$ cat src/rtl/ssg_scan_if.sv
// Load handshake and display-pin bundle for the seven-segment scan controller.
interface ssg_scan_if #(
  parameter int DIGITS = 4
);
  logic                  load_valid;
  logic                  load_ready;
  logic [4*DIGITS-1:0]   load_data;
  logic [DIGITS-1:0]     dp_in;
  logic                  lz_en;
  logic [6:0]            ssg;
  logic                  dp;
  logic [DIGITS-1:0]     an;
  logic                  frame_tick;

  modport master (
    output load_valid, load_data, dp_in, lz_en,
    input  load_ready, ssg, dp, an, frame_tick
  );

  modport slave (
    input  load_valid, load_data, dp_in, lz_en,
    output load_ready, ssg, dp, an, frame_tick
  );
endinterface

$ cat src/rtl/ssg_scan_ctrl.sv
// Time-multiplexed common-anode seven-segment scanner with a frame-synchronous
// one-entry load buffer, per-slot blanking dead-time and leading-zero suppression.
module ssg_scan_ctrl #(
  parameter int DIGITS   = 4,
  parameter int PRESCALE = 3000,
  parameter int BLANK    = 16
) (
  input  logic       i_clk,
  input  logic       i_rst,
  ssg_scan_if.slave  bus
);

  localparam int CW = $clog2(PRESCALE);
  localparam int IW = (DIGITS > 1) ? $clog2(DIGITS) : 1;
  localparam logic [CW-1:0] C_LAST  = CW'(PRESCALE - 1);
  localparam logic [CW-1:0] C_BLANK = CW'(BLANK);
  localparam logic [IW-1:0] I_LAST  = IW'(DIGITS - 1);

  typedef enum logic [1:0] {
    S_IDLE  = 2'd0,
    S_BLANK = 2'd1,
    S_DRIVE = 2'd2
  } state_t;

  localparam state_t S_SLOT0 = (BLANK == 0) ? S_DRIVE : S_BLANK;

  state_t              r_state;
  state_t              w_state_nxt;
  logic [CW-1:0]       r_cnt;
  logic [CW-1:0]       w_cnt_nxt;
  logic [IW-1:0]       r_idx;
  logic [IW-1:0]       w_idx_nxt;

  logic [4*DIGITS-1:0] r_disp;
  logic [DIGITS-1:0]   r_dps;
  logic [4*DIGITS-1:0] r_pend;
  logic [DIGITS-1:0]   r_pend_dp;
  logic                r_pend_full;
  logic [4*DIGITS-1:0] w_disp_nxt;
  logic [DIGITS-1:0]   w_dps_nxt;
  logic                w_commit;
  logic                w_xfer;

  logic                w_zero_run;
  logic                w_hit;
  logic [3:0]          w_nib;
  logic                w_sel_supp;
  logic                w_sel_dp;
  logic [6:0]          w_seg;

  logic [6:0]          r_ssg;
  logic                r_dp;
  logic [DIGITS-1:0]   r_an;
  logic                r_ft;

  function automatic logic [6:0] seg_font(input logic [3:0] nib);
    logic [6:0] seg;
    case (nib)
      4'd0:    seg = 7'b0000001;
      4'd1:    seg = 7'b1001111;
      4'd2:    seg = 7'b0010010;
      4'd3:    seg = 7'b0000110;
      4'd4:    seg = 7'b1001100;
      4'd5:    seg = 7'b0100100;
      4'd6:    seg = 7'b1100000;
      4'd7:    seg = 7'b0001111;
      4'd8:    seg = 7'b0000000;
      4'd9:    seg = 7'b0001100;
      default: seg = 7'h7F;
    endcase
    return seg;
  endfunction

  // Scan position register: phase, slot counter and digit index.
  always_ff @(posedge i_clk) begin
    if (i_rst) begin
      r_state <= S_IDLE;
      r_cnt   <= {CW{1'b0}};
      r_idx   <= {IW{1'b0}};
    end else begin
      r_state <= w_state_nxt;
      r_cnt   <= w_cnt_nxt;
      r_idx   <= w_idx_nxt;
    end
  end

  // Next scan position; IDLE only exists between reset and the first running cycle.
  always_comb begin
    w_state_nxt = r_state;
    w_cnt_nxt   = r_cnt;
    w_idx_nxt   = r_idx;
    case (r_state)
      S_IDLE: begin
        w_state_nxt = S_SLOT0;
        w_cnt_nxt   = {CW{1'b0}};
        w_idx_nxt   = {IW{1'b0}};
      end
      S_BLANK, S_DRIVE: begin
        if (r_cnt == C_LAST) begin
          w_state_nxt = S_SLOT0;
          w_cnt_nxt   = {CW{1'b0}};
          w_idx_nxt   = (r_idx == I_LAST) ? {IW{1'b0}} : r_idx + IW'(1);
        end else begin
          w_cnt_nxt   = r_cnt + CW'(1);
          w_state_nxt = (r_cnt + CW'(1) == C_BLANK) ? S_DRIVE : r_state;
        end
      end
      default: begin
        w_state_nxt = S_IDLE;
        w_cnt_nxt   = {CW{1'b0}};
        w_idx_nxt   = {IW{1'b0}};
      end
    endcase
  end

  assign w_commit   = (r_state != S_IDLE) && (r_idx == I_LAST) && (r_cnt == C_LAST) && r_pend_full;
  assign w_xfer     = bus.load_valid && !r_pend_full;
  assign w_disp_nxt = w_commit ? r_pend    : r_disp;
  assign w_dps_nxt  = w_commit ? r_pend_dp : r_dps;

  // Pending buffer and displayed set; a commit only happens from a full buffer, so it never races a transfer.
  always_ff @(posedge i_clk) begin
    if (i_rst) begin
      r_disp      <= {(4*DIGITS){1'b0}};
      r_dps       <= {DIGITS{1'b0}};
      r_pend      <= {(4*DIGITS){1'b0}};
      r_pend_dp   <= {DIGITS{1'b0}};
      r_pend_full <= 1'b0;
    end else if (w_commit) begin
      r_disp      <= r_pend;
      r_dps       <= r_pend_dp;
      r_pend_full <= 1'b0;
    end else if (w_xfer) begin
      r_pend      <= bus.load_data;
      r_pend_dp   <= bus.dp_in;
      r_pend_full <= 1'b1;
    end
  end

  // Digit select with suppression: walk from the MSD down, tracking whether everything above is zero.
  always_comb begin
    w_zero_run = 1'b1;
    w_hit      = 1'b0;
    w_nib      = 4'h0;
    w_sel_supp = 1'b0;
    w_sel_dp   = 1'b0;
    for (int i = DIGITS - 1; i >= 0; i--) begin
      w_zero_run = w_zero_run & (w_disp_nxt[4*i +: 4] == 4'h0);
      w_hit      = (w_idx_nxt == IW'(i));
      w_nib      = w_hit ? w_disp_nxt[4*i +: 4] : w_nib;
      w_sel_supp = w_hit ? (bus.lz_en & w_zero_run & (i != 0)) : w_sel_supp;
      w_sel_dp   = w_hit ? w_dps_nxt[i] : w_sel_dp;
    end
    w_seg = w_sel_supp ? 7'h7F : seg_font(w_nib);
  end

  // Registered pin drive computed from the position being entered.
  always_ff @(posedge i_clk) begin
    if (i_rst) begin
      r_ssg <= 7'h7F;
      r_dp  <= 1'b1;
      r_an  <= {DIGITS{1'b1}};
      r_ft  <= 1'b0;
    end else begin
      r_ft <= (w_cnt_nxt == {CW{1'b0}}) && (w_idx_nxt == {IW{1'b0}});
      if (w_state_nxt == S_DRIVE) begin
        r_an  <= ~(DIGITS'(1) << w_idx_nxt);
        r_ssg <= w_seg;
        r_dp  <= ~w_sel_dp;
      end else begin
        r_an  <= {DIGITS{1'b1}};
        r_ssg <= 7'h7F;
        r_dp  <= 1'b1;
      end
    end
  end

  assign bus.load_ready = ~r_pend_full;
  assign bus.ssg        = r_ssg;
  assign bus.dp         = r_dp;
  assign bus.an         = r_an;
  assign bus.frame_tick = r_ft;

endmodule

$ cat src/flat_wrapper.sv
// flat-port wrapper written by rule: the top's interface ports become plain ports
module ssg_scan_ctrl_flat 
#(
  parameter int DIGITS   = 4,
  parameter int PRESCALE = 3000,
  parameter int BLANK    = 16
)
  (i_clk, i_rst, bus_load_valid, bus_load_data, bus_dp_in, bus_lz_en, bus_load_ready, bus_ssg, bus_dp, bus_an, bus_frame_tick);
  ssg_scan_if #(.DIGITS(DIGITS)) bus_i ();
  input  logic i_clk;
  input  logic i_rst;
  input wire logic [$bits(bus_i.load_valid)-1:0] bus_load_valid;
  input wire logic [$bits(bus_i.load_data)-1:0] bus_load_data;
  input wire logic [$bits(bus_i.dp_in)-1:0] bus_dp_in;
  input wire logic [$bits(bus_i.lz_en)-1:0] bus_lz_en;
  output wire logic [$bits(bus_i.load_ready)-1:0] bus_load_ready;
  output wire logic [$bits(bus_i.ssg)-1:0] bus_ssg;
  output wire logic [$bits(bus_i.dp)-1:0] bus_dp;
  output wire logic [$bits(bus_i.an)-1:0] bus_an;
  output wire logic [$bits(bus_i.frame_tick)-1:0] bus_frame_tick;
  assign bus_i.load_valid = bus_load_valid;
  assign bus_i.load_data = bus_load_data;
  assign bus_i.dp_in = bus_dp_in;
  assign bus_i.lz_en = bus_lz_en;
  assign bus_load_ready = bus_i.load_ready;
  assign bus_ssg = bus_i.ssg;
  assign bus_dp = bus_i.dp;
  assign bus_an = bus_i.an;
  assign bus_frame_tick = bus_i.frame_tick;
  ssg_scan_ctrl #(.DIGITS(DIGITS), .PRESCALE(PRESCALE), .BLANK(BLANK)) u_core (.i_clk(i_clk), .i_rst(i_rst), .bus(bus_i));
endmodule
$ cat config.mk
export PLATFORM = sky130hd
export DESIGN_NAME = ssg_scan_ctrl_flat
export DESIGN_NICKNAME = d
export VERILOG_FILES = /design/src/rtl/ssg_scan_if.sv /design/src/rtl/ssg_scan_ctrl.sv /design/src/flat_wrapper.sv
export SDC_FILE = /design/constraint.sdc
export NUM_CORES = 1
export LEC_CHECK = 0
export ABC_AREA = 1
export BUFFER_PORTS_ARGS = -buffer_cell sky130_fd_sc_hd__buf_2
export CAP_MARGIN = 25
export CELL_PAD_IN_SITES_DETAIL_PLACEMENT = 0
export CELL_PAD_IN_SITES_GLOBAL_PLACEMENT = 2
export CORE_MARGIN = 2
export CORE_UTILIZATION = 30
export DETAILED_ROUTE_END_ITERATION = 10
export PLACE_DENSITY = 0.72
export SLEW_MARGIN = 20
export SYNTH_ARGS = -nofsm -noshare
export SYNTH_HDL_FRONTEND = slang
export SYNTH_SLANG_ARGS = --single-unit
$ cat constraint.sdc
create_clock -name i_clk -period 3.2 [get_ports i_clk]
set_clock_uncertainty 0.05 [all_clocks]
set_input_delay 0.32 -clock i_clk [delete_from_list [all_inputs] [get_ports i_clk]]
set_output_delay 0.32 -clock i_clk [all_outputs]
set_load 0.01 [all_outputs]
# == Yosys cells after proc, flatten, opt, wreduce, memory -nomap -nowiden ==
# Memory sizes are Yosys's and may differ from the RTL's. A register that Yosys moved wholly into a read port is not among the register bits.
# Cells that the tools add are included.
# word_totals
reg_bits,63
rom_bits,112
output_inout_bits,14
n_memories,1
# classes
add_sub_neg,2
eq_ne,9
shifts,1
n_mux,22
n_bitwise,10
n_reduce_logical,18
# memory_table
memory,depth,word_bits,rd,rd_clocked_by_memory_dff,wr,line,text
(no name shown),16,7,1,1,0,ssg_scan_ctrl.sv:58,case (nib)
# ops
cell,count
two-way mux 12 bit,2
two-way mux 4 bit,5
two-way mux 16 bit,1
"adder 12 x 1 -> 12 bit, second input constant",1
"== test 12 bit, second input constant",1
"== test 12 x 5 -> 1 bit, second input constant",1
logical NOT 12 bit,1
logical NOT 4 bit,3
"== test 2 bit, second input constant",5
two-way mux 2 bit,5
two-way mux 1 bit,8
OR reduction 2 bit,3
bitwise AND 1 bit,5
logical AND 1 bit,5
"== test 2 x 1 -> 1 bit, second input constant",2
logical NOT 2 bit,2
inverter 1 bit,4
inverter 4 bit,1
case mux 2 bit (2 select lines),1
"left shift 1 x 2 -> 4 bit, first input constant",1
OR reduction 3 bit,1
"adder 2 x 1 -> 2 bit, second input constant",1
AND reduction 2 bit,1
nonzero test 2 bit,1
logical NOT 1 bit,1

# == Depth between registers and ports, before layout ==
# Gate-level depths: netlist of run 1.
# logic_depth
word_depth,12
ltp_mapped,18
mapped_depth_nobuf,17

# == Worst setup path after synthesis of run 1 ==
# Ideal clock, no wire load.
# synth_path
path_type,reg-to-reg
from,reg u_core.r_cnt[0]
to,reg u_core.r_ssg[3] (netlist: u_core.bus.ssg[3])
arrival_ns,2.176
t_required_ns,3.024
setup_slack_ns,0.848
stages_incl_launch_ff,16
n_path_buf,1
path_cell_list,dfxtp_1 -> ha_1 -> nand2_2 -> nor2_4 -> nand2_4 -> nor2_4 -> nand2_1 -> nand3_4 -> buf_6 -> nand3_1 -> nand4_4 -> inv_1 -> ha_1 -> nand2_1 -> nand3_1 -> nand3_1
# synth_via
elab_chain_cells,11
# synth_rtl
item,line,text
start: declaration,ssg_scan_ctrl.sv:29,logic [CW-1:0] r_cnt;
start signal: assignment,ssg_scan_ctrl.sv:78,r_cnt <= {CW{1'b0}};
start signal: assignment,ssg_scan_ctrl.sv:82,r_cnt <= w_cnt_nxt;
"parallel branches: the longest is 11 deep, another holds adder 12 x 1 -> 12 bit",n/a,
end: declaration,ssg_scan_ctrl.sv:51,logic [6:0] r_ssg;
# Several ways; the timed one is not identified.
# A chain may end at the register's enable or synchronous reset.

# == Worst setup path in the final report of run 1 ==
# Same ends and word-level chain as after synthesis.

==> results of run 1 <==
critical path, cell delays in order, from the launching register on:
cell and delay (ns):
dfxtp_1 0.39, ha_1 0.26, nand2_2 0.11, inv_2 0.06, nand2_2 0.07, nor2_8 0.18, nand2_2 0.10, nand2_2 0.10
nand3_4 0.18, nor2_2 0.27, nand2_1 0.14, nand3_1 0.10, nand2_1 0.10, ha_1 0.30, nand2_1 0.06, nand3_1 0.09
nand3_1 0.07
path summary, 6_finish.rpt:
path | to | cells after the start
max reg2reg | u_core.bus.ssg[3] | 16
min | u_core.r_pend_dp[2] | 3
max | u_core.bus.ssg[3] | 16
min reg2reg | u_core.r_pend[11] | 2
cells by family after synthesis:
| logic type | Yosys count | share of synthesized area (%) |
|---|---|---|
| AND/OR/NAND/NOR | 269 | 37.8 |
| flip-flops | 70 | 41.3 |
| buffers and inverters | 69 | 8.15 |
| AO/OA/AOI/OAI | 50 | 8.48 |
| adder cells (fa/ha/maj) | 8 | 2.95 |
| XOR/XNOR | 3 | 0.774 |
| multiplexers | 2 | 0.590 |
cell type report:
class / count / share of cell area (%)
Clock buffer: 16 / 7.05
Inverter: 55 / 5.17
Multi-Input combinational cell: 332 / 42.9
Sequential cell: 70 / 35.1
Tap cell: 140 / 4.38
Timing Repair Buffer: 41 / 5.39
per-stage QoR:
step                      std cells  instance area [sq um]  power (uW)  setup slack (ns)  util (%)
after global routing            654                   4000        2040             0.132      36.5
after global placement          638                   3710        1030             0.445      34.0
after CTS                       654                   4000        1980             0.430      36.5
final                           654                   4000        1950             0.446      36.5
after detailed placement        638                   3710        1030             0.453      34.0
after floorplan                 471                   3390         988             0.848         -
placed cells by master (no fill, tap or decap):
cell type	n
a21boi_1	1
a21oi_1	10
a21oi_4	1
a311oi_1	1
buf_2	37
buf_4	4
clkbuf_1	4
clkbuf_16	9
clkbuf_8	3
dfxtp_1	70
ha_1	8
inv_1	49
inv_2	6
mux2i_1	2
nand2_1	100
nand2_2	6
nand2_4	2
nand3_1	44
nand3_2	1
nand3_4	1
nand3b_1	2
nand4_1	15
nand4_2	1
nand4_4	1
nor2_1	82
nor2_2	4
nor2_4	5
nor2_8	2
nor3_1	2
nor3_4	1
o211ai_1	1
o21ai_0	25
o21ai_1	6
o21ai_2	3
o21bai_1	1
o41ai_1	1
xnor2_1	1
xor2_1	2
flip-flops by register name (all words and copies together) (netlist names):
name                   count
u_core.r_disp             16
u_core.r_pend             16
u_core.r_cnt              12
u_core.bus.ssg             7
u_core.bus.an              4
u_core.r_dps               4
u_core.r_pend_dp           4
u_core.r_idx               2
u_core.r_state             2
u_core.bus.dp              1
u_core.bus.frame_tick      1
u_core.r_pend_full         1
synth_stat cells, drive strengths merged:
cell type	n	area (sq um)
nor3	3	26.3
o41ai	1	8.76
a21oi	11	66.3
a311oi	1	8.76
o21ai	34	181
mux2i	2	20.0
nand4	17	128
nor2	93	429
nand3b	2	15.0
xor2	2	17.5
xnor2	1	8.76
dfxtp	70	1400
a21boi	1	7.51
ha	8	100
inv	55	206
nand2	108	435
o211ai	1	7.51
nand3	46	248
buf	4	32.5
clkbuf	10	37.5
o21bai	1	7.51
power breakdown:
part	switching, uW	internal, uW
logic	61.0	33.5
registers	15.8	898
clock network	355	590
total	432	1520
routing by layer:
metal	part of all wire (%)	GRT usage (%)	up-vias
li1	-	-	1592
met1	50	21.5	1311
met2	44	25.1	46
met3	4.3	4.35	12
met4	1.6	5.45	0
met5	0	0	-
==> flow_metrics.tcl, run 1 <==
set metrics [dict create \
    drive_gt1_share_pct 16.9 \
    p_leak_uw 0.00184 \
    cp-startpoint "u_core.r_cnt[0]" \
    num_rows 38 \
    ys_warn_count 0 \
    end_kind "flip-flop" \
    cts_resized 0 \
    ir_worst_vdd_v 0.000187 \
    ys_types 36 \
    worst_slew_pin_slew_ns 0.640 \
    reg2reg_from "u_core.r_cnt[0]" \
    die_w_um 110 \
    postSynthCellCount 471 \
    grt_setup_unrepaired "no" \
    core_region_area_sq_um 10900 \
    antenna_found_initial 0 \
    status "completed" \
    crit_path_start_kind "flip-flop" \
    drc 0 \
    finalMaxSlewViolations 0 \
    powerDensity_nw_per_um2 489 \
    place_hpwl_um 6490 \
    worstHoldStart "bus_dp_in[2]" \
    grt_pass1_wl_um 14700 \
    cts.path.max_buffers 2 \
    ys_seq_area_share_pct 41.3 \
    r2r_slack_ns 0.45 \
    ant_nets 0 \
    tns_ns 0 \
    via_count 2961 \
    cts.clk_slew.worst_paths_ns 0.06 \
    cts_setup_buffers 0 \
    fp.dieArea_sq_um 12200 \
    viasPerCell 4.53 \
    seq_area_sq_um 1400 \
    max_freq_ghz 0.363 \
    wl_per_cell_um 13.3 \
    synth_nets 503 \
    area_delta_synth_final_pct 17.7 \
    io_pins 38 \
    finalNetCount 541 \
    cts_root_buf "clkbuf_16" \
    final.fill_count 1226 \
    relSlewSlack_pct 57.3 \
    io_buffers 37 \
    hold_violations 0 \
    cts.hold.buffers_added 0 \
    multiInputGateArea_sq_um 1720 \
    track_usage_pct 16.1 \
    drtIter0Drc 72 \
    grt_overflow_total 0 \
    ys_ff_latch 70 \
    period_share_pct 86.1 \
    hp-class "in -> reg" \
    crit_type "reg -> reg" \
    setup_violations 0 \
    first_pass_iters 4 \
    grt_pass1_vias 2929 \
    whs_ns 0.156 \
    cts_tree "yes" \
    insertion_delay_ns 0.33 \
    dieHeight_um 110 \
    cts_made_buffers 9 \
    critPathMaxFanout 15 \
    detail_route.wirelength_um 8690 \
    syn_area_per_cell_sq_um 7.20 \
    syn-cell-area_sq_um 3390 \
    start_util_pct 31.0 \
    cp.arrival_ns 2.92 \
    cts_sinks 70 \
    gp_congestion 0.806 \
    diodes 0 \
    cp.required_ns 3.36 \
    drv_cap 0 \
    fin_crit_ns 2.75 \
    cts_htree_levels 3 \
    grt_max_degree 26 \
]
Note: power is estimated with default switching activity, not from simulation.
==> run 2: changes to the inputs <==
- CTS_BUF_LIST: unset -> sky130_fd_sc_hd__clkbuf_2 sky130_fd_sc_hd__clkbuf_4 sky130_fd_sc_hd__clkbuf_8
- HOLD_SLACK_MARGIN: unset -> 0.12
==> run 2 against run 1 <==
Core utilization decreased by 0.79 points. Clock power shrank 25%. Sequential share of layout area rose by 0.77 points. Setup slack lost 0.010 ns. Design area fell by 2.2%. Register-to-register slack barely moved. Critical endpoint unchanged. First-iteration DRC count increased by 29%. Global-route usage fell by 0.072 points. Sequential power about the same. Total power down 12%. Flip-flop and latch count stayed put.
==> flow_metrics.tcl, run 2 (same netlist as run 1, synthesis figures left out) <==
set metrics [dict create \
    gp_congestion 0.806 \
    die_w_um 110 \
    whs_path_depth 3 \
    ant_nets 0 \
    crit_type "reg -> reg" \
    num_rows 38 \
    p_leak_uw 0.00181 \
    grt_pass1_vias 2894 \
    ir_worst_vdd_v 0.000173 \
    drive_gt1_share_pct 17.7 \
    r2r_end "u_core.bus.ssg[3]" \
    area_delta_synth_final_pct 15.2 \
    cts.path.max_buffers 2 \
    use_met2_pct 24.8 \
    top_usage_layer "met2" \
    cp.arrival_ns 2.95 \
    r2r_slack_ns 0.44 \
    wl_per_cell_um 13.2 \
    insertion_delay_ns 0.35 \
    io_pins 38 \
    cp.required_ns 3.38 \
    path_buf_inv 1 \
    via_count 2979 \
    hold_violations 0 \
    hp-class "in -> reg" \
    powerDensity_nw_per_um2 439 \
    reg_top3 "u_core.r_disp: 16 flops, u_core.r_pend: 16 flops, u_core.r_cnt: 12 flops" \
    drv_cap 0 \
    setup_violations 0 \
    worst_path_most_repeated_cell "nand2_2" \
    finalMaxSlewViolations 0 \
    fin_crit_ns 2.76 \
    cts_tree "yes" \
    relSlewSlack_pct 57.0 \
    final_cell_mix "nand2_1 (100), nor2_1 (82), dfxtp_1 (70)" \
    grt_pass1_wl_um 14700 \
    slowest_stage "dfxtp_1" \
    core_region_area_sq_um 10900 \
    path_cells "ha_1 -> nand2_2 -> inv_2 -> nand2_2 -> nor2_8 -> nand2_2 -> nand2_2 -> nand3_4 -> nor2_2 -> nand2_1 -> nand3_1 -> nand2_1 -> ha_1 -> nand2_1 -> nand3_1 -> nand3_1" \
    track_usage_pct 16.0 \
    first_pass_iters 4 \
    detail_route.wirelength_um 8630 \
    dieHeight_um 110 \
    max_freq_ghz 0.362 \
    viasPerCell 4.56 \
    crit_path_start_kind "flip-flop" \
    cts_setup_buffers 0 \
    place_hpwl_um 6490 \
    grtUsageMet3_pct 4.35 \
    critPathTopFamily "simple AND/OR/NAND/NOR gates" \
    finalNetCount 541 \
    antenna_found_initial 0 \
    max_stage_delay_ns 0.39 \
    grt_setup_unrepaired "no" \
    worstHoldStart "bus_dp_in[2]" \
    tns_ns 0 \
    cp-startpoint "u_core.r_cnt[0]" \
    cts_made_buffers 9 \
    cts_htree_levels 3 \
    reg2reg_from "u_core.r_cnt[0]" \
    drc 0 \
    diodes 0 \
    status "completed" \
    worst_slew_pin_slew_ns 0.644 \
    grt_max_degree 26 \
    fp.dieArea_sq_um 12200 \
    cts_resized 0 \
    end_kind "flip-flop" \
    cts.hold.buffers_added 0 \
    mostFrequentLayoutCell "nand2_1" \
    grt_overflow_total 0 \
    cts_sinks 70 \
    cts.clk_slew.worst_paths_ns 0.08 \
    drtIter0Drc 93 \
    period_share_pct 86.4 \
    gr-usage-met1_pct 21.7 \
    start_util_pct 31.0 \
    io_buffers 37 \
    critPathMaxFanout 15 \
    hold_end "u_core.r_pend_dp[2]" \
    fin_total_pwr_uw 1710 \
    rr_worst_depth 16 \
    cts_root_buf "clkbuf_8" \
]
## run 2: area by class of cell
type	instances	area (sq um)
tap	140	175
inverter	55	206
timing repair buffer	41	215
multi-input combinational	332	1720
sequential	70	1400
clock buffer	16	195
fill	1231	7030
## run 2: per-layer routing
metal,up-vias,wire length [um]
met5,-,0
met4,0,138
met3,12,328
met2,39,3860
met1,1340,4310
li1,1588,-
## run 2: power breakdown
group          switching (uW)  internal, uW
combinational            60.7          33.5
sequential               16.0           896
clock                     327           381
## run 2: worst max-delay path by stage
stage	depth (start not counted)	slack, ns	endpoint
floorplan	15	0.85	u_core.bus.ssg[3]
global placement	16	0.44	u_core.bus.ssg[3]
detailed placement	16	0.45	u_core.bus.ssg[3]
CTS	16	0.43	u_core.bus.ssg[3]
global route	16	0.13	u_core.bus.ssg[3]
finish	16	0.44	u_core.bus.ssg[3]
## run 2: worst reg2reg max path, stage by stage, from the launching register on
cell and delay, ns:
dfxtp_1 0.39, ha_1 0.26, nand2_2 0.11, inv_2 0.07, nand2_2 0.07, nor2_8 0.18
nand2_2 0.11, nand2_2 0.10, nand3_4 0.18, nor2_2 0.27, nand2_1 0.14, nand3_1 0.10
nand2_1 0.10, ha_1 0.30, nand2_1 0.06, nand3_1 0.09, nand3_1 0.07
## run 2: metrics by stage
stage	util, %	setup slack (ns)	area [sq um]	hold WS [ns]	cells
after floorplan	-	0.848	3390	0.374	471
after global placement	34.0	0.445	3710	0.394	638
after detailed placement	34.0	0.453	3710	0.407	638
after CTS	35.7	0.427	3910	0.129	654
after global routing	35.7	0.125	3910	0.130	654
final	35.7	0.436	3910	0.138	654
